==> src/rtl/cm_ahb_pkg.sv <==
// AHB-Lite encodings shared by the matrix input stages, plus the request
// generator's state type.
package cm_ahb_pkg;

  localparam logic [1:0] HTRANS_IDLE   = 2'b00;
  localparam logic [1:0] HTRANS_NONSEQ = 2'b10;

  localparam logic [2:0] HBURST_SINGLE = 3'b000;

  typedef enum logic [1:0] {
    ST_IDLE = 2'd0,
    ST_PEND = 2'd1,
    ST_DPH  = 2'd2
  } req_state_e;

endpackage

==> src/rtl/cm_arb_req_buf.sv <==
// One-entry address-phase holding register with a valid flag; capture wins
// over clear, and reset discards whatever was held.
module cm_arb_req_buf #(
  parameter int WIDTH = 46
) (
  input  logic             clk,
  input  logic             rst,
  input  logic             capture,
  input  logic             clear,
  input  logic [WIDTH-1:0] d,
  output logic             valid,
  output logic [WIDTH-1:0] q
);

  logic             valid_q, valid_d;
  logic [WIDTH-1:0] data_q, data_d;

  always_comb begin
    valid_d = valid_q;
    data_d  = data_q;
    if (capture) begin
      valid_d = 1'b1;
      data_d  = d;
    end else if (clear) begin
      valid_d = 1'b0;
    end
  end

  always_ff @(posedge clk or posedge rst) begin
    if (rst) begin
      valid_q <= 1'b0;
      data_q  <= '0;
    end else begin
      valid_q <= valid_d;
      data_q  <= data_d;
    end
  end

  assign valid = valid_q;
  assign q     = data_q;

endmodule

==> src/rtl/cm_arb_req_gen.sv <==
// Per-master input stage of the AHB-Lite matrix: raises req/pri towards the
// arbiter, parks one un-granted address phase and stalls the master until it goes.
module cm_arb_req_gen
  import cm_ahb_pkg::*;
#(
  parameter int ADDR_WIDTH = 32,
  parameter int PRI_WIDTH  = 1,
  parameter int AGE_WIDTH  = 4
) (
  input  logic                  HCLK,
  input  logic                  HRESET,
  input  logic                  HSEL_m,
  input  logic [1:0]            HTRANS_m,
  input  logic [ADDR_WIDTH-1:0] HADDR_m,
  input  logic                  HWRITE_m,
  input  logic [2:0]            HSIZE_m,
  input  logic [2:0]            HBURST_m,
  input  logic [3:0]            HPROT_m,
  input  logic                  HMASTLOCK_m,
  input  logic                  HREADY_m,
  output logic                  HREADYOUT_m,
  output logic                  HRESP_m,
  input  logic [PRI_WIDTH-1:0]  pri_cfg,
  output logic                  req,
  output logic [PRI_WIDTH-1:0]  pri,
  input  logic                  gnt,
  output logic [1:0]            o_trans,
  output logic [ADDR_WIDTH-1:0] o_addr,
  output logic                  o_write,
  output logic [2:0]            o_size,
  output logic [2:0]            o_burst,
  output logic [3:0]            o_prot,
  output logic                  o_lock,
  input  logic                  o_ready,
  input  logic                  o_resp
);

  localparam int AW = (AGE_WIDTH > 0) ? AGE_WIDTH : 1;
  localparam int PW = ADDR_WIDTH + 14;

  req_state_e      state_q, state_d;
  logic            hold_q, hold_d;
  logic [AW-1:0]   age_cnt_q, age_cnt_d;

  logic            v_now, accept, capture, buf_clear, buf_valid;
  logic [PW-1:0]   master_phase, buf_phase, fwd_phase;
  logic [1:0]      fwd_trans;
  logic [ADDR_WIDTH-1:0] fwd_addr;
  logic            fwd_write, fwd_lock;
  logic [2:0]      fwd_size, fwd_burst;
  logic [3:0]      fwd_prot;

  assign v_now  = HSEL_m & HTRANS_m[1] & HREADY_m;
  assign accept = gnt & o_ready;

  assign master_phase = {HTRANS_m, HADDR_m, HWRITE_m, HSIZE_m, HBURST_m, HPROT_m, HMASTLOCK_m};
  assign capture      = (state_q != ST_PEND) & v_now & ~accept;
  assign buf_clear    = (state_q == ST_PEND) & accept;

  cm_arb_req_buf #(.WIDTH(PW)) u_buf (
    .clk     (HCLK),
    .rst     (HRESET),
    .capture (capture),
    .clear   (buf_clear),
    .d       (master_phase),
    .valid   (buf_valid),
    .q       (buf_phase)
  );

  assign fwd_phase = buf_valid ? buf_phase : master_phase;
  assign {fwd_trans, fwd_addr, fwd_write, fwd_size, fwd_burst, fwd_prot, fwd_lock} = fwd_phase;

  always_comb begin
    state_d = state_q;
    case (state_q)
      ST_PEND: if (accept) state_d = ST_DPH;
      ST_DPH: begin
        if (v_now)        state_d = accept ? ST_DPH : ST_PEND;
        else if (o_ready) state_d = ST_IDLE;
      end
      default: if (v_now) state_d = accept ? ST_DPH : ST_PEND;
    endcase
  end

  // A new burst or locked beat takes priority over the unlocking condition.
  always_comb begin
    hold_d = hold_q;
    if (accept) begin
      if (fwd_trans != HTRANS_IDLE && (fwd_lock || fwd_burst != HBURST_SINGLE))
        hold_d = 1'b1;
      else if (!fwd_lock && (fwd_trans == HTRANS_IDLE || fwd_trans == HTRANS_NONSEQ))
        hold_d = 1'b0;
    end
  end

  always_comb begin
    age_cnt_d = age_cnt_q;
    if (state_q != ST_PEND || accept)
      age_cnt_d = '0;
    else if (AGE_WIDTH > 0 && !gnt && age_cnt_q != {AW{1'b1}})
      age_cnt_d = age_cnt_q + 1'b1;
  end

  always_ff @(posedge HCLK or posedge HRESET) begin
    if (HRESET) begin
      state_q   <= ST_IDLE;
      hold_q    <= 1'b0;
      age_cnt_q <= '0;
    end else begin
      state_q   <= state_d;
      hold_q    <= hold_d;
      age_cnt_q <= age_cnt_d;
    end
  end

  always_comb begin
    HREADYOUT_m = 1'b1;
    HRESP_m     = 1'b0;
    case (state_q)
      ST_PEND: HREADYOUT_m = 1'b0;
      ST_DPH: begin
        HREADYOUT_m = o_ready;
        HRESP_m     = o_resp;
      end
      default: ;
    endcase
  end

  // Master-side inputs may still be live during reset, so gate the arbiter view.
  assign req     = ~HRESET & (buf_valid | v_now | hold_q);
  assign pri     = (AGE_WIDTH > 0 && age_cnt_q == {AW{1'b1}}) ? {PRI_WIDTH{1'b1}} : pri_cfg;
  assign o_trans = (gnt & ~HRESET) ? fwd_trans : HTRANS_IDLE;
  assign o_addr  = fwd_addr;
  assign o_write = fwd_write;
  assign o_size  = fwd_size;
  assign o_burst = fwd_burst;
  assign o_prot  = fwd_prot;
  assign o_lock  = fwd_lock;

endmodule

==> config.mk <==
export PLATFORM = sky130hd
export DESIGN_NAME = cm_arb_req_gen
export DESIGN_NICKNAME = d
export VERILOG_FILES = /design/src/rtl/cm_ahb_pkg.sv /design/src/rtl/cm_arb_req_buf.sv /design/src/rtl/cm_arb_req_gen.sv
export SDC_FILE = /design/constraint.sdc
export NUM_CORES = 1
export LEC_CHECK = 0
export CAP_MARGIN = 20
export CORE_MARGIN = 4
export CORE_UTILIZATION = 41
export DETAILED_ROUTE_END_ITERATION = 16
export GPL_ROUTABILITY_DRIVEN = 0
export GPL_TIMING_DRIVEN = 0
export PLACE_DENSITY_LB_ADDON = 0.05
export SYNTH_ARGS = -nofsm -noshare
export SYNTH_HDL_FRONTEND = slang
export SYNTH_SLANG_ARGS = --single-unit
==> constraint.sdc <==
create_clock -name HCLK -period 1.7 [get_ports HCLK]
set_input_delay 0.17 -clock HCLK [delete_from_list [all_inputs] [get_ports HCLK]]
set_output_delay 0.17 -clock HCLK [all_outputs]
set_load 0.01 [all_outputs]
==> reports/metrics.yaml, run 1 <==
synthesis:
  synth_area_leader_cell: "dfrtp_1"
  avgSynthCellArea_um2: 13.7
  netlist_instances: 217
  synth_area_leaders: "dfrtp_1 (45%), mux2_2 (22%), mux2_4 (14%)"
  ys_types: 35
  synthesis.area_um2: 2970
  synth_flop_cell: "dfrtp_1"
  synth_edf_count: 0
  ys_warn_count: 0
  ys_seq_area_share_pct: 45.5
  syn_nets: 274
  synth_most_common_cell: "mux2_2"
  ys_async_sr_fraction_pct: 100
  yosys-top-cells-count: "mux2_2 (59), dfrtp_1 (54), mux2_4 (28)"
  synth_seq_cells: 54
  yosysTopAreaCellShare_pct: 45.5
clock_tree:
  cts_made_buffers: 5
  clk_path_buf_depth: 2
  clock_latency_ns: 0.30
  cts_tree: "built"
  clock_tree.root_cell: "clkbuf_8"
  cts.clk_slew.worst_paths_ns: 0.09
  cts.sinks: 54
  ctsHtreeMaxLevel: 2
global_route:
  groute.layer.met3.usage_pct: 4.59
  top_usage_layer: "met2"
  met2_usage_pct: 27.0
  antenna_found_initial: 0
  grt_max_degree: 39
  first_global_vias: 2248
  grt_pass1_wl_um: 10800
  grt_overflow: 0
  grt.met1_usage_pct: 18.5
  grt_use_total_pct: 15.4
setup_path:
  crit_path_start_kind: "register"
  crit_slowest_cell: "dfrtp_1"
  crit_chain: "buf_6, buf_12, buf_12, mux2_2, buf_6"
  worstPathArrival_ns: 1.54
  critPathMaxFanout: 10
  worst-path-buf-inv: 4
  critPathMaxStageDelay_ns: 0.35
  crit_family: "buffers and inverters"
  endpoint_kind: "primary output"
  cp.required_ns: 1.53
  path_class: "register to primary output"
drt:
  num_vias: 2097
  drt_wl_total_um: 6720
  drc: 0
  ant_nets: 0
  wl_per_cell_um: 15.5
  drtIter0Drc: 26
  dr.pass1.iters: 4
  via_per_inst: 4.84
power_and_ir_drop:
  peakVddDrop_mv: 0.815
  p_per_area_nw_per_um2: 1600
  p_int_uw: 4890
  p_leak_uw: 0.00197
  pwr-share-seq_pct: 31.0
  p_switching_uw: 2220
  p_clk_share_pct: 9.6
  power_frac_comb_pct: 59.4
  switching_share_pct: 31.2
timing:
  timing.final.ws_setup_ns: -0.00532
  fin_hold_ws_ns: 0.288
  timing.final.crit_share_pct: 100
  setup_viol: 11
  tightest_slew_ns: 0.278
  fin_crit_ns: 1.71
  fin_skew_ns: 0.00377
  final.setup.tns_ns: -0.0193
  max_slew_margin_pct: 81.4
  fmax_mhz: 586
  finalHoldViolations: 0
  rsz0062_at_grt: "true"
  slew_viol_final: 0
cells_and_area:
  n_fill_cell: 571
  final_nets: 394
  final-seq-area_um2: 1350
  design_area_um2: 4460
  area_delta_synth_final_pct: 50.0
  fin_cells: 433
  multi_input_area_um2: 1530
  drive_gt1_share_pct: 51.0
  antenna_cells: 0
floorplan:
  fp.dieW_um: 93.2
  rows: 30
  die_h_um: 93.2
  dieArea_um2: 8680
  start_util_pct: 43.0
  io-pin-count: 104
  coreArea_um2: 6910
hold_path:
  min_path_type: "primary input to async pin"
placed_design:
  io_buffers: 103
  dpl.cell_count: 417
  dp_hpwl_um: 4730
  pre_cts_slack_ns: -0.380
  placed_cell_area_um2: 4150
run_status:
  violations: "setup timing"
  status: "finished with violations"
job:
  cap_violations: 0
-- through the flow --
stage / power (uW) / utilization (%)
finish: 7120 / 64.6
global route: 7570 / 64.6
CTS: 6920 / 63.0
detailed placement: 5900 / 60.1
global placement: 5850 / 59.8
floorplan: 4370 / -
-- per-layer routing --
layer	routed length (um)	part of all wire (%)
met1	2790	41
met2	3420	51
met3	438	6.5
met4	78	1.2
met5	0	0
-- path summary, 6_finish.rpt --
| path | startpoint | to | slack (ns) | cells after the start |
|---|---|---|---|---|
| min in group HCLK | HPROT_m[3] | u_buf.q[4] | 0.50 | 2 |
| worst min register to register | u_buf.q[13] | u_buf.q[13] | 0.51 | 1 |
| worst min-delay path | HRESET | age_cnt_q[2] | 0.29 | 3 |
| worst max register to register | state_q[1] | u_buf.q[41] | 0.10 | 6 |
| max in group asynchronous | HRESET | u_buf.q[23] | 0.93 | 4 |
| worst max-delay path | u_buf.valid | o_addr[19] | -0.005 | 5 |
-- cell families after synthesis --
| logic type | count (synthesis) | share of synthesized area, % |
|---|---|---|
| mux | 94 | 38.8 |
| flops | 54 | 45.5 |
| simple gates | 32 | 6.31 |
| buf+inv | 20 | 4.80 |
| compound gates | 14 | 3.33 |
| fa+ha+maj | 3 | 1.26 |
-- power groups by stage --
stage	Sequential, uW	Combinational, uW	Clock (uW)
after global routing	2280	4540	757
after floorplan	2110	2250	0
after detailed placement	2200	3700	0
final	2200	4230	685
after CTS	2190	4010	720
after global placement	2170	3680	0
-- state kept, by name (all words and copies together), names as in the netlist --
| name | cells |
|---|---|
| u_buf.q | 46 |
| hold_q | 1 |
| state_q | 2 |
| age_cnt_q | 4 |
| u_buf.valid | 1 |
-- worst register-to-register path: stages (launching register included) --
cell and delay [ns]:
dfrtp_1 0.37, inv_1 0.07, ha_4 0.18, nor3_4 0.22, buf_6 0.18, buf_12 0.16
mux2_4 0.31
-- layout by cell type, fill, tap and decap left out, types with 3 or more instances in the layout --
cell	count
mux2_2	58
dfrtp_1	54
clkdlybuf4s50_1	53
buf_6	38
mux2_4	29
buf_12	10
buf_4	10
nor2_1	6
clkbuf_8	6
nand2_1	6
inv_1	6
a21oi_1	5
nand3_1	5
buf_2	5
mux2i_1	4
clkbuf_2	3
-- layout make-up --
class | count | share of cell area, %
multi-input combinational | 143 | 34.4
timing repair buffer | 114 | 25.7
tap | 96 | 2.69
inverter | 7 | 0.673
clock buffer | 7 | 1.71
sequential | 54 | 30.3
buffer | 12 | 4.57
-- timing repair --
| action | 4_1_cts | 5_1_grt |
|---|---|---|
| gates resized for setup | 227 | 26 |
| buffers inserted | 7 | 3 |
| endpoints found under the setup margin | 78 | 78 |
| hold buffers | 0 | 0 |
Note: power is estimated with default switching activity, not from simulation.
==> run 2: changes to the inputs <==
- TNS_END_PERCENT: not set -> 5
==> run 2 against run 1 <==
The flow still finishes with violations (setup timing). Via count shrank 0.43%. Fmax shrank 0.23%. First-iteration DRC count grew 35%. Worst setup slack lost 0.0039 ns. Final cell count shrank 0.69%. Die area is the same.
==> reports/metrics.yaml, run 2 (synthesis gave the netlist of run 1 again) <==
cells_and_area:
  final_cell_mix: "dfrtp_1 (54), clkdlybuf4s50_1 (52), mux2_2 (51), buf_6 (38), mux2_4 (36)"  # was mux2_2 (58), dfrtp_1 (54), clkdlybuf4s50_1 (53), buf_6 (38), mux2_4 (29)
  final_nets: 391  # was 394
  antenna_cells: 0  # unchanged
  area_delta_synth_final_pct: 49.5  # was 50.0%
  largest_reg_flops: 46  # unchanged
  drive_gt1_share_pct: 50.6  # was 51.0%
  fin_cells: 430  # was 433
  final-seq-area_um2: 1350  # unchanged
  post-route-util_pct: 64.4  # was 64.6%
  n_fill_cell: 570  # was 571
  design_area_um2: 4450  # was 4460 um2
  final_common_cell: "dfrtp_1"  # was mux2_2
  multi_input_area_um2: 1560  # was 1530 um2
floorplan:
  fp.dieW_um: 93.2  # unchanged
  die_h_um: 93.2  # unchanged
  coreArea_um2: 6910  # unchanged
  io-pin-count: 104  # unchanged
  rows: 30  # unchanged
  start_util_pct: 43.0  # unchanged
  dieArea_um2: 8680  # unchanged
timing:
  fin_crit_ns: 1.71  # about the same
  timing.final.ws_setup_ns: -0.00922  # was -0.00532 ns
  setup_viol: 20  # was 11
  timing.final.crit_share_pct: 101  # was 100%
  fin_skew_ns: 0.00523  # was 0.00377 ns
  rsz0062_at_grt: "true"  # unchanged
  slew_viol_final: 0  # unchanged
  finalHoldViolations: 0  # unchanged
  fmax_mhz: 585  # was 586 MHz
  max_slew_margin_pct: 80.1  # was 81.4%
  tightest_slew_ns: 0.298  # was 0.278 ns
global_route:
  antenna_found_initial: 0  # unchanged
  grt_use_total_pct: 15.5  # was 15.4%
  first_global_vias: 2235  # was 2,248
  grt_max_degree: 39  # unchanged
  grt_overflow: 0  # unchanged
  grt_pass1_wl_um: 10800  # about the same
drt:
  wl_per_cell_um: 15.7  # was 15.5 um
  drt_wl_total_um: 6750  # was 6720 um
  ant_nets: 0  # unchanged
  drtIter0Drc: 35  # was 26
  via_per_inst: 4.86  # was 4.84
  num_vias: 2088  # was 2,097
  drc: 0  # unchanged
  dr.pass1.iters: 4  # unchanged
placed_design:
  dpl.cell_count: 417  # unchanged
  pre_cts_slack_ns: -0.380  # unchanged
  io_buffers: 103  # unchanged
  placed_cell_area_um2: 4150  # unchanged
  dp_hpwl_um: 4730  # unchanged
run_status:
  violations: "setup timing"  # unchanged
  status: "finished with violations"  # unchanged
clock_tree:
  cts_tree: "built"  # unchanged
  clock_tree.root_cell: "clkbuf_8"  # unchanged
  cts.sinks: 54  # unchanged
  clk_path_buf_depth: 2  # unchanged
  cts.clk_slew.worst_paths_ns: 0.10  # was 0.09 ns
  ctsHtreeMaxLevel: 2  # unchanged
  clock_latency_ns: 0.30  # about the same
  cts_made_buffers: 5  # unchanged
  cts_hold_buffers: 0  # unchanged
setup_path:
  endpoint_kind: "primary output"  # unchanged
  critPathMaxFanout: 10  # unchanged
  crit_path_start_kind: "register"  # unchanged
  path_class: "register to primary output"  # unchanged
  cp.required_ns: 1.53  # about the same
  worstPathArrival_ns: 1.54  # about the same
power_and_ir_drop:
  peakVddDrop_mv: 0.811  # was 0.815 mV
  p_leak_uw: 0.00198  # was 0.00197 uW
  p_per_area_nw_per_um2: 1610  # was 1600 nW/um2
job:
  cap_violations: 0  # unchanged
hold_path:
  min_path_type: "primary input to async pin"  # unchanged
==> run 2: what timing repair did <==
item,in CTS,in global routing
gates resized for setup,224,37
pin swaps,1,1
endpoints found under the setup margin,78,73
cloned,0,0
setup buffers,3,4
==> run 2: layout make-up <==
type / instances / share of cell area [%]
repair buffers: 111 / 25.0
clock buffers: 7 / 1.72
multi-input cells: 143 / 35.0
well taps: 96 / 2.70
plain buffers: 12 / 4.45
inverters: 7 / 0.675
flip-flops and latches: 54 / 30.4
==> run 2: layer usage <==
metal  GRT usage [%]  part of all wire, %  vias to the layer above
met2            26.9                   51                       55
li1                -                    -                     1008
met1            18.4                   41                     1018
met3            4.75                  6.5                        7
met5               0                    0                        -
met4            4.52                  1.2                        0
==> run 2: stage by stage <==
| step | total power (uW) | setup TNS [ns] | hold WS (ns) |
|---|---|---|---|
| 6_report | 7150 | -0.0685 | 0.286 |
| 5_1_grt | 7590 | -1.91 | 0.310 |
| 4_1_cts | 6890 | -0.793 | 0.286 |
| 3_5_place_dp | 5900 | -25.75 | 0.486 |
| 3_3_place_gp | 5850 | -26.50 | 0.483 |
| 2_1_floorplan | 4370 | 0 | 0.242 |
==> run 2: final timing paths <==
kind,from,to,slack [ns],depth (start not counted)
min in group HCLK,gnt,age_cnt_q[3],0.38,3
worst max register to register,state_q[0],u_buf.q[41],0.08,5
worst min register to register,u_buf.q[13],u_buf.q[13],0.51,1
worst min-delay path,HRESET,age_cnt_q[3],0.29,3
worst max-delay path,u_buf.valid,o_addr[19],-0.009,5
max in group asynchronous,HRESET,u_buf.q[23],0.93,4
==> run 2: worst max-delay path: stages (launching register included) <==
cell and delay [ns]:
dfrtp_1 0.35, buf_6 0.14, buf_12 0.14, buf_12 0.14, mux2_2 0.34, buf_6 0.12
==> run 2: report_power, final <==
group	total, uW	internal (uW)	switching (uW)
Clock	689	285	403
Combinational	4240	2740	1500
Sequential	2210	1880	331
==> run 3: changes to the inputs <==
- CELL_PAD_IN_SITES_DETAIL_PLACEMENT: not set -> 0
- CELL_PAD_IN_SITES_GLOBAL_PLACEMENT: not set -> 1
- CORE_UTILIZATION: 41 -> 32
==> run 3 against run 2 <==
The flow still finishes with violations (setup timing). Register-to-register slack got worse by 0.04 ns. Power increased by 0.94%. Sequential share of layout area decreased by 0.18 points. Utilization shrank 14 points. Hold slack worse by 0.16 ns. Largest cell class unchanged.
==> reports/metrics.yaml, run 3 (synthesis gave the netlist of run 1 again) <==
cells_and_area:
  final_cell_mix: "mux2_2 (56), dfrtp_1 (54), clkdlybuf4s50_1 (51), mux2_4 (31), clkbuf_2 (21)"  # was dfrtp_1 (54), clkdlybuf4s50_1 (52), mux2_2 (51), buf_6 (38), mux2_4 (36)
  largest_reg_flops: 46  # unchanged
  final_nets: 397  # was 391
  post-route-util_pct: 50.3  # was 64.4%
  antenna_cells: 0  # unchanged
  drive_gt1_share_pct: 52.8  # was 50.6%
  n_fill_cell: 809  # was 570
  final_common_cell: "mux2_2"  # was dfrtp_1
  area_delta_synth_final_pct: 50.4  # was 49.5%
setup_path:
  worstPathArrival_ns: 1.64  # was 1.54 ns
  rr_startpoint: "state_q[1]"  # was state_q[0]
  r2r_slack_ns: 0.04  # was 0.08 ns
  critPathMaxFanout: 5  # was 10
  cp.required_ns: 1.53  # about the same
  crit_top_cell: "buf_6"
  crit_path_start_kind: "register"  # unchanged
  endpoint_kind: "primary output"  # unchanged
  worst-path-buf-inv: 5  # was 4
  reg2reg_to: "u_buf.q[28]"  # was u_buf.q[41]
  path_class: "register to primary output"  # unchanged
  crit_family: "buffers and inverters"  # unchanged
  crit_chain: "buf_6, buf_12, buf_8, clkbuf_16, mux2_2, buf_6"  # was buf_6, buf_12, buf_12, mux2_2, buf_6
  critPathMaxStageDelay_ns: 0.36  # was 0.35 ns
  rr_worst_depth: 6  # was 5
  crit_slowest_cell: "dfrtp_1"  # unchanged
global_route:
  grt_use_total_pct: 12.6  # was 15.5%
  met2_usage_pct: 20.0  # was 26.9%
  grt_max_degree: 28  # was 39
  grt.met1_usage_pct: 16.8  # was 18.4%
  first_global_vias: 2156  # was 2,235
  antenna_found_initial: 0  # unchanged
  grt_overflow: 0  # unchanged
  top_usage_layer: "met2"  # unchanged
  groute.layer.met3.usage_pct: 3.85  # was 4.75%
  grt_pass1_wl_um: 11200  # was 10,800 um
floorplan:
  start_util_pct: 33.4  # was 43.0%
  io-pin-count: 104  # unchanged
  rows: 34  # was 30
  dieArea_um2: 10900  # was 8680 um2
  die_h_um: 104  # was 93.2 um
  fp.dieW_um: 104  # was 93.2 um
  coreArea_um2: 8890  # was 6910 um2
placed_design:
  io_buffers: 103  # unchanged
  pre_cts_slack_ns: -0.900  # was -0.380 ns
  dp_hpwl_um: 4920  # was 4730 um
power_and_ir_drop:
  p_per_area_nw_per_um2: 1610  # about the same
  p_int_uw: 4920  # was 4910 uW
  pwr-share-seq_pct: 30.7  # was 31.0%
  p_switching_uw: 2290  # was 2240 uW
  p_clk_share_pct: 10.3  # was 9.6%
  switching_share_pct: 31.8  # was 31.3%
  power_frac_comb_pct: 58.9  # was 59.4%
  peakVddDrop_mv: 0.593  # was 0.811 mV
  p_total_uw: 7210  # was 7150 uW
  p_leak_uw: 0.00200  # was 0.00198 uW
clock_tree:
  clock_latency_ns: 0.31  # was 0.30 ns
  cts_hold_buffers: 0  # unchanged
  cts.clk_slew.worst_paths_ns: 0.09  # was 0.10 ns
  clock_tree.root_cell: "clkbuf_8"  # unchanged
  cts_made_buffers: 5  # unchanged
  cts.sinks: 54  # unchanged
  clk_path_buf_depth: 2  # unchanged
  ctsHtreeMaxLevel: 2  # unchanged
  cts_tree: "built"  # unchanged
timing:
  fmax_mhz: 552  # was 585 MHz
  max_slew_margin_pct: 54.4  # was 80.1%
  fin_skew_ns: 0.00795  # was 0.00523 ns
  finalHoldViolations: 0  # unchanged
  timing.final.crit_share_pct: 107  # was 101%
  setup_viol: 32  # was 20
  fin_hold_ws_ns: 0.130  # was 0.286 ns
  final.setup.tns_ns: -0.925  # was -0.0685 ns
  tightest_slew_ns: 0.680  # was 0.298 ns
  fin_crit_ns: 1.81  # was 1.71 ns
  slew_viol_final: 0  # unchanged
  timing.final.ws_setup_ns: -0.113  # was -0.00922 ns
  rsz0062_at_grt: "true"  # unchanged
drt:
  drc: 0  # unchanged
  num_vias: 2158  # was 2,088
  wl_per_cell_um: 16.1  # was 15.7 um
  drtIter0Drc: 39  # was 35
  dr.pass1.iters: 4  # unchanged
  ant_nets: 0  # unchanged
  drt_wl_total_um: 7240  # was 6750 um
  via_per_inst: 4.81  # was 4.86
hold_path:
  min_path_type: "primary input to async pin"  # unchanged
run_status:
  status: "finished with violations"  # unchanged
  violations: "setup timing"  # unchanged
job:
  cap_violations: 0  # unchanged
run 3: cell count changes in the layout (fill, tap and decap cells not counted), moves of 2 or more:
cell,delta
buf_6,-18
clkbuf_2,+18
mux2_2,+5
mux2_4,-5
clkbuf_16,+4
buf_8,+2
clkdlybuf4s15_1,-2
run 3: power by group through the flow:
stage | logic, uW | registers [uW] | clock network [uW]
2_1_floorplan | 2250 | 2110 | 0
3_3_place_gp | 3720 | 2180 | 0
4_1_cts | 3880 | 2190 | 795
6_report | 4250 | 2210 | 746
3_5_place_dp | 3730 | 2190 | 0
5_1_grt | 4550 | 2290 | 829
run 3: final cells by class:
class,count,area [um2],share of cell area (%)
repair buffers,116,1110,24.8
clock inverters,1,5.00,0.112
repair inverters,1,5.00,0.112
plain buffers,12,201,4.50
flip-flops and latches,54,1350,30.2
multi-input cells,143,1550,34.6
inverters,7,30.0,0.672
clock buffers,7,86.3,1.93
well taps,108,135,3.02
run 3: timing repair:
| action | in CTS | in global routing |
|---|---|---|
| pin swaps | 2 | 0 |
| hold endpoints to repair | 0 | 0 |
| gates cloned | 1 | 4 |
| gates resized for setup | 159 | 72 |
| buffers inserted | 4 | 4 |
| setup endpoints to repair | 79 | 73 |
run 3: worst min-delay path, delay by kind of cell:
kind | cells | cell delay (ns)
buffers and inverters | 3 | 0.61
run 3: how the worst max path moves through the flow:
stage,from,end,slack [ns],depth (start not counted)
global placement,HRESET,o_trans[1],-1.27,5
floorplan,state_q[1],u_buf.q[0],0.15,6
detailed placement,HRESET,o_trans[0],-0.90,6
CTS,u_buf.valid,o_addr[20],-0.21,5
finish,u_buf.valid,o_addr[30],-0.11,6
global route,u_buf.valid,o_addr[29],-0.17,6
run 3: layer usage:
layer	up-vias	part of all wire (%)
met3	8	6.1
met1	1060	47
met4	0	0.66
li1	1022	-
met5	-	0
met2	68	46
run 3: metrics by stage:
step / instances / area, um2
final: 449 / 4470
after global routing: 449 / 4470
after CTS: 441 / 4350
after detailed placement: 429 / 4160
after global placement: 428 / 4140
after floorplan: 217 / 2980
==> RTL edit 1, RTL diff (flow settings as in run 3) <==
Change the parameter `AGE_WIDTH` from 4 to 6.
--- a/src/rtl/cm_arb_req_gen.sv
+++ b/src/rtl/cm_arb_req_gen.sv
@@ -5,7 +5,7 @@
 #(
   parameter int ADDR_WIDTH = 32,
   parameter int PRI_WIDTH  = 1,
-  parameter int AGE_WIDTH  = 4
+  parameter int AGE_WIDTH  = 6
 ) (
   input  logic                  HCLK,
   input  logic                  HRESET,
Behaviour: same outputs for any inputs over 10 cycles, from zero or initial values and one cycle with HRESET high; that may be too few to reach the edited logic, so the function may still have changed.
==> RTL edit 1 against run 3 <==
- setup slack got worse by 0.011 ns
- sequential cell count increased by 2
- the flow still finishes with violations (negative setup slack)
- final area increased by 3.2%
- critical path type unchanged
- register-to-register slack worse by 0.13 ns
- highest routed layer unchanged
- routed wire length rose by 4.0%
- synthesized area is 0.25% lower
- critical path depth stayed put
- power up 11%
- first-iteration DRC count grew 38%
- sequential share of layout area rose by 0.14 points
==> RTL edit 1: results (changes against run 3) <==
| Metric | Value |
|---|---|
| Vias in the first global route | 2460 (+14%) |
| First-pass GRT wire length | 12700 µm (+13%) |
| Part of the power in registers | 0.278 (-0.029) |
| Number of non-clock buffers | 130 (+1.6%) |
| Register area | 0.00140 mm² (+3.7%) |
| Worst Max-Slew Pin Slew | 0.732 ns (+0.0517 ns) |
| DR vias | 2312 (+7.1%) |
| Synth top area cells | dfrtp_1 (47%), mux2_2 (33%), mux2i_1 (2.0%) |
| Reg2reg end | hold_q |
| ClkCell Share | 0.0184 (-0.00199) |
| Sequential area share after synthesis | 0.473 (+0.0180) |
| Setup-failing EPs final | 30 (-6.3%) |
| Post-synth top cells | mux2_2 (86), dfrtp_1 (56), nor2_1 (9), nand2_1 (7) |
| Vias per cell | 4.96 (+3.2%) |
| P_sw | 2590 µW (+13%) |
| Placed insts | 445 (+3.7%) |
| Buffering overhead | 0.308 (+0.0147) |
| # fillers | 798 (-1.4%) |
| CTS resizes | 268 (+69%) |
| Crit path max fanout | 6 (+1) |
| DR WL met3 | 481 µm (+8.6%) |
| Post-synthesis area per instance | 12.7 µm² (-7.1%) |
| Status | finished with violations |
| All-Layer GR Usage | 0.142 (+0.0161) |
| R2R cell count | 5 (-1) |
| M1 WL | 3190 µm (-6.2%) |
| Worst Setup EP | o_addr[10] |
| Initial DRC count | 54 (+38%) |
| Invs w/o clock | 7 (-1) |
| Share of cells above drive strength 1 | 0.514 (-0.0139) |
| Mapped Nets | 290 (+5.8%) |
| Multi-Input Combinational | 157 (+9.8%) |
| Multi-input logic area | 0.00154 mm² (-0.40%) |
| Final WS setup | -0.124 ns (-0.0115 ns) |
| Met2 routed wirelength | 3800 µm (+14%) |
| Failing checks | negative setup slack |
-- RTL edit 1: changes by cell type in the layout (fill, tap and decap cells not counted), sizes merged, moves of 3 or more --
cell           before  now
and3                1    4
buf                46   66
clkbuf             32   15
clkdlybuf4s50      51   54
dlymetal6s2s        3    0
nand3               6    2
-- RTL edit 1: critical path: cells and delay by family (launching register included) --
kind,cells,cell delay (ns)
flip-flops,1,0.38
buffers and inverters,5,0.69
multiplexers,1,0.28
-- RTL edit 1: cell families after synthesis --
logic type / after synthesis / share of synthesized area
simple gates: 38 / 0.0688
flops: 56 / 0.473
fa+ha+maj: 3 / 0.0127
compound gates: 22 / 0.0544
buf+inv: 20 / 0.0346
mux: 94 / 0.357
-- RTL edit 1: metrics by stage --
step           setup WS (ns)  TNS (ns)
3_5_place_dp          -0.662    -42.67
3_3_place_gp           -1.33    -45.52
6_report              -0.124     -1.83
2_1_floorplan         0.0569         0
4_1_cts               -0.161     -3.47
5_1_grt               -0.187     -5.86
==> RTL edit 2, RTL diff (settings of run 3) <==
Without the edit above. `data_q` no longer has a reset.
--- a/src/rtl/cm_arb_req_buf.sv
+++ b/src/rtl/cm_arb_req_buf.sv
@@ -29,11 +29,13 @@
   always_ff @(posedge clk or posedge rst) begin
     if (rst) begin
       valid_q <= 1'b0;
-      data_q  <= '0;
     end else begin
       valid_q <= valid_d;
-      data_q  <= data_d;
     end
+  end
+
+  always_ff @(posedge clk) begin
+    data_q <= data_d;
   end
 
   assign valid = valid_q;
Formal check against the unedited RTL: no difference found for any inputs over 10 cycles, from zero or initial values and one cycle with HRESET high; that may be too few to reach the edited logic, so the function may still have changed.
==> RTL edit 2 against run 3 <==
- the run still ends with negative setup slack left
- worst hold slack better by 0.026 ns
- largest power group unchanged
- clock power shrank 5.0%
- synthesized cell count shrank 25%
- global-route usage decreased by 0.31 points
- final cell count down 16%
- routed wire length decreased by 21%
- synthesized area shrank 16%
- sequential cell count did not move
- setup slack got worse by 0.056 ns
- final area is 13% lower
- via count is 18% lower
- power is 34% lower
- critical endpoint is now o_burst[0]
- non-clock buffer count down 11
==> RTL edit 2: results (changes against run 3) <==
| Metric | Value |
|---|---|
| Unique masters post-synth | 29 (-17%) |
| Status | finished with violations |
| Most used flip-flop cell after synthesis | edfxtp_1 |
| Clk_skew | 0.0123 ns (+0.00434 ns) |
| Nets | 336 (-15%) |
| Setup-failing EPs final | 1 (-97%) |
| Placement Cell Area | 0.00372 mm² (-11%) |
| Design Area, Final | 0.00388 mm² (-13%) |
| First-pass GRT wire length | 8710 µm (-22%) |
| Worst VDD drop | 517 µV (-13%) |
| Pre-CTS WS | -0.804 ns (+0.0961 ns) |
| Fraction of area in multi-input gates | 0.230 (-0.116) |
| Vias in the first global route | 1767 (-18%) |
| Final Util | 0.524 (+0.0214) |
| Dpl hpwl | 4170 µm (-15%) |
| Post-synth top cells | edfxtp_1 (46), mux2_2 (40), dfrtp_1 (8), inv_1 (7), nand2_1 (7) |
| Post-synthesis area per instance | 15.4 µm² (+12%) |
| # fillers | 652 (-19%) |
| Fin Hold WS | 0.156 ns (+0.0264 ns) |
| Worst Setup EP | o_burst[0] |
| Initial DRC count | 60 (+54%) |
| Part of the power in registers | 0.332 (+0.025) |
| Mapped Nets | 219 (-20%) |
| Reg2reg end | u_buf.q[20] |
| Combinational Power Share | 0.520 (-0.069) |
| LEAKAGE | 0.00149 µW (-25%) |
| M3 GR Usage | 0.0453 (+0.00686) |
| Post-synthesis async set-or-reset flop share | 0.148 (-0.852) |
| Relative slew slack | 0.756 (+0.211) |
| Register area | 0.00158 mm² (+17%) |
| Seq Cell Count | 54 (unchanged) |
| Failing checks | negative setup slack |
| Final WS setup | -0.169 ns (-0.0563 ns) |
| Multi-Input Combinational | 94 (-34%) |
| Largest stage delay on the critical path | 0.53 ns (+0.17 ns) |
| Crit path max fanout | 4 (-1) |
| M1 GR Usage | 0.157 (-0.0111) |
==> RTL edit 2: changes by cell type after synthesis, sizes merged, moves of 2 or more <==
cell	run 3	this run
nand3	6	3
buf	11	7
dfrtp	54	8
a41oi	0	2
clkbuf	2	0
mux2	87	42
o22ai	0	2
edfxtp	0	46
==> RTL edit 2: logic make-up after synthesis <==
logic type / count (synthesis) / synth area share
buffers and inverters: 14 / 0.0312
flip-flops: 54 / 0.635
multiplexers: 48 / 0.217
adder cells (fa/ha/maj): 3 / 0.0151
AND/OR/NAND/NOR: 23 / 0.0442
XOR/XNOR: 1 / 0.00352
AO/OA/AOI/OAI: 19 / 0.0533
==> RTL edit 2: layer usage <==
layer	wire length [µm]	vias to the layer above
met5	0	-
met2	2710	64
li1	-	857
met3	522	5
met4	46	0
met1	2470	848
==> RTL edit 2: timing repair <==
item | CTS | global route
pin swaps | 1 | 1
setup buffers | 4 | 0
gates resized for setup | 164 | 59
endpoints found under the hold margin | 0 | 0
cloned | 1 | 0
endpoints found under the setup margin | 96 | 60
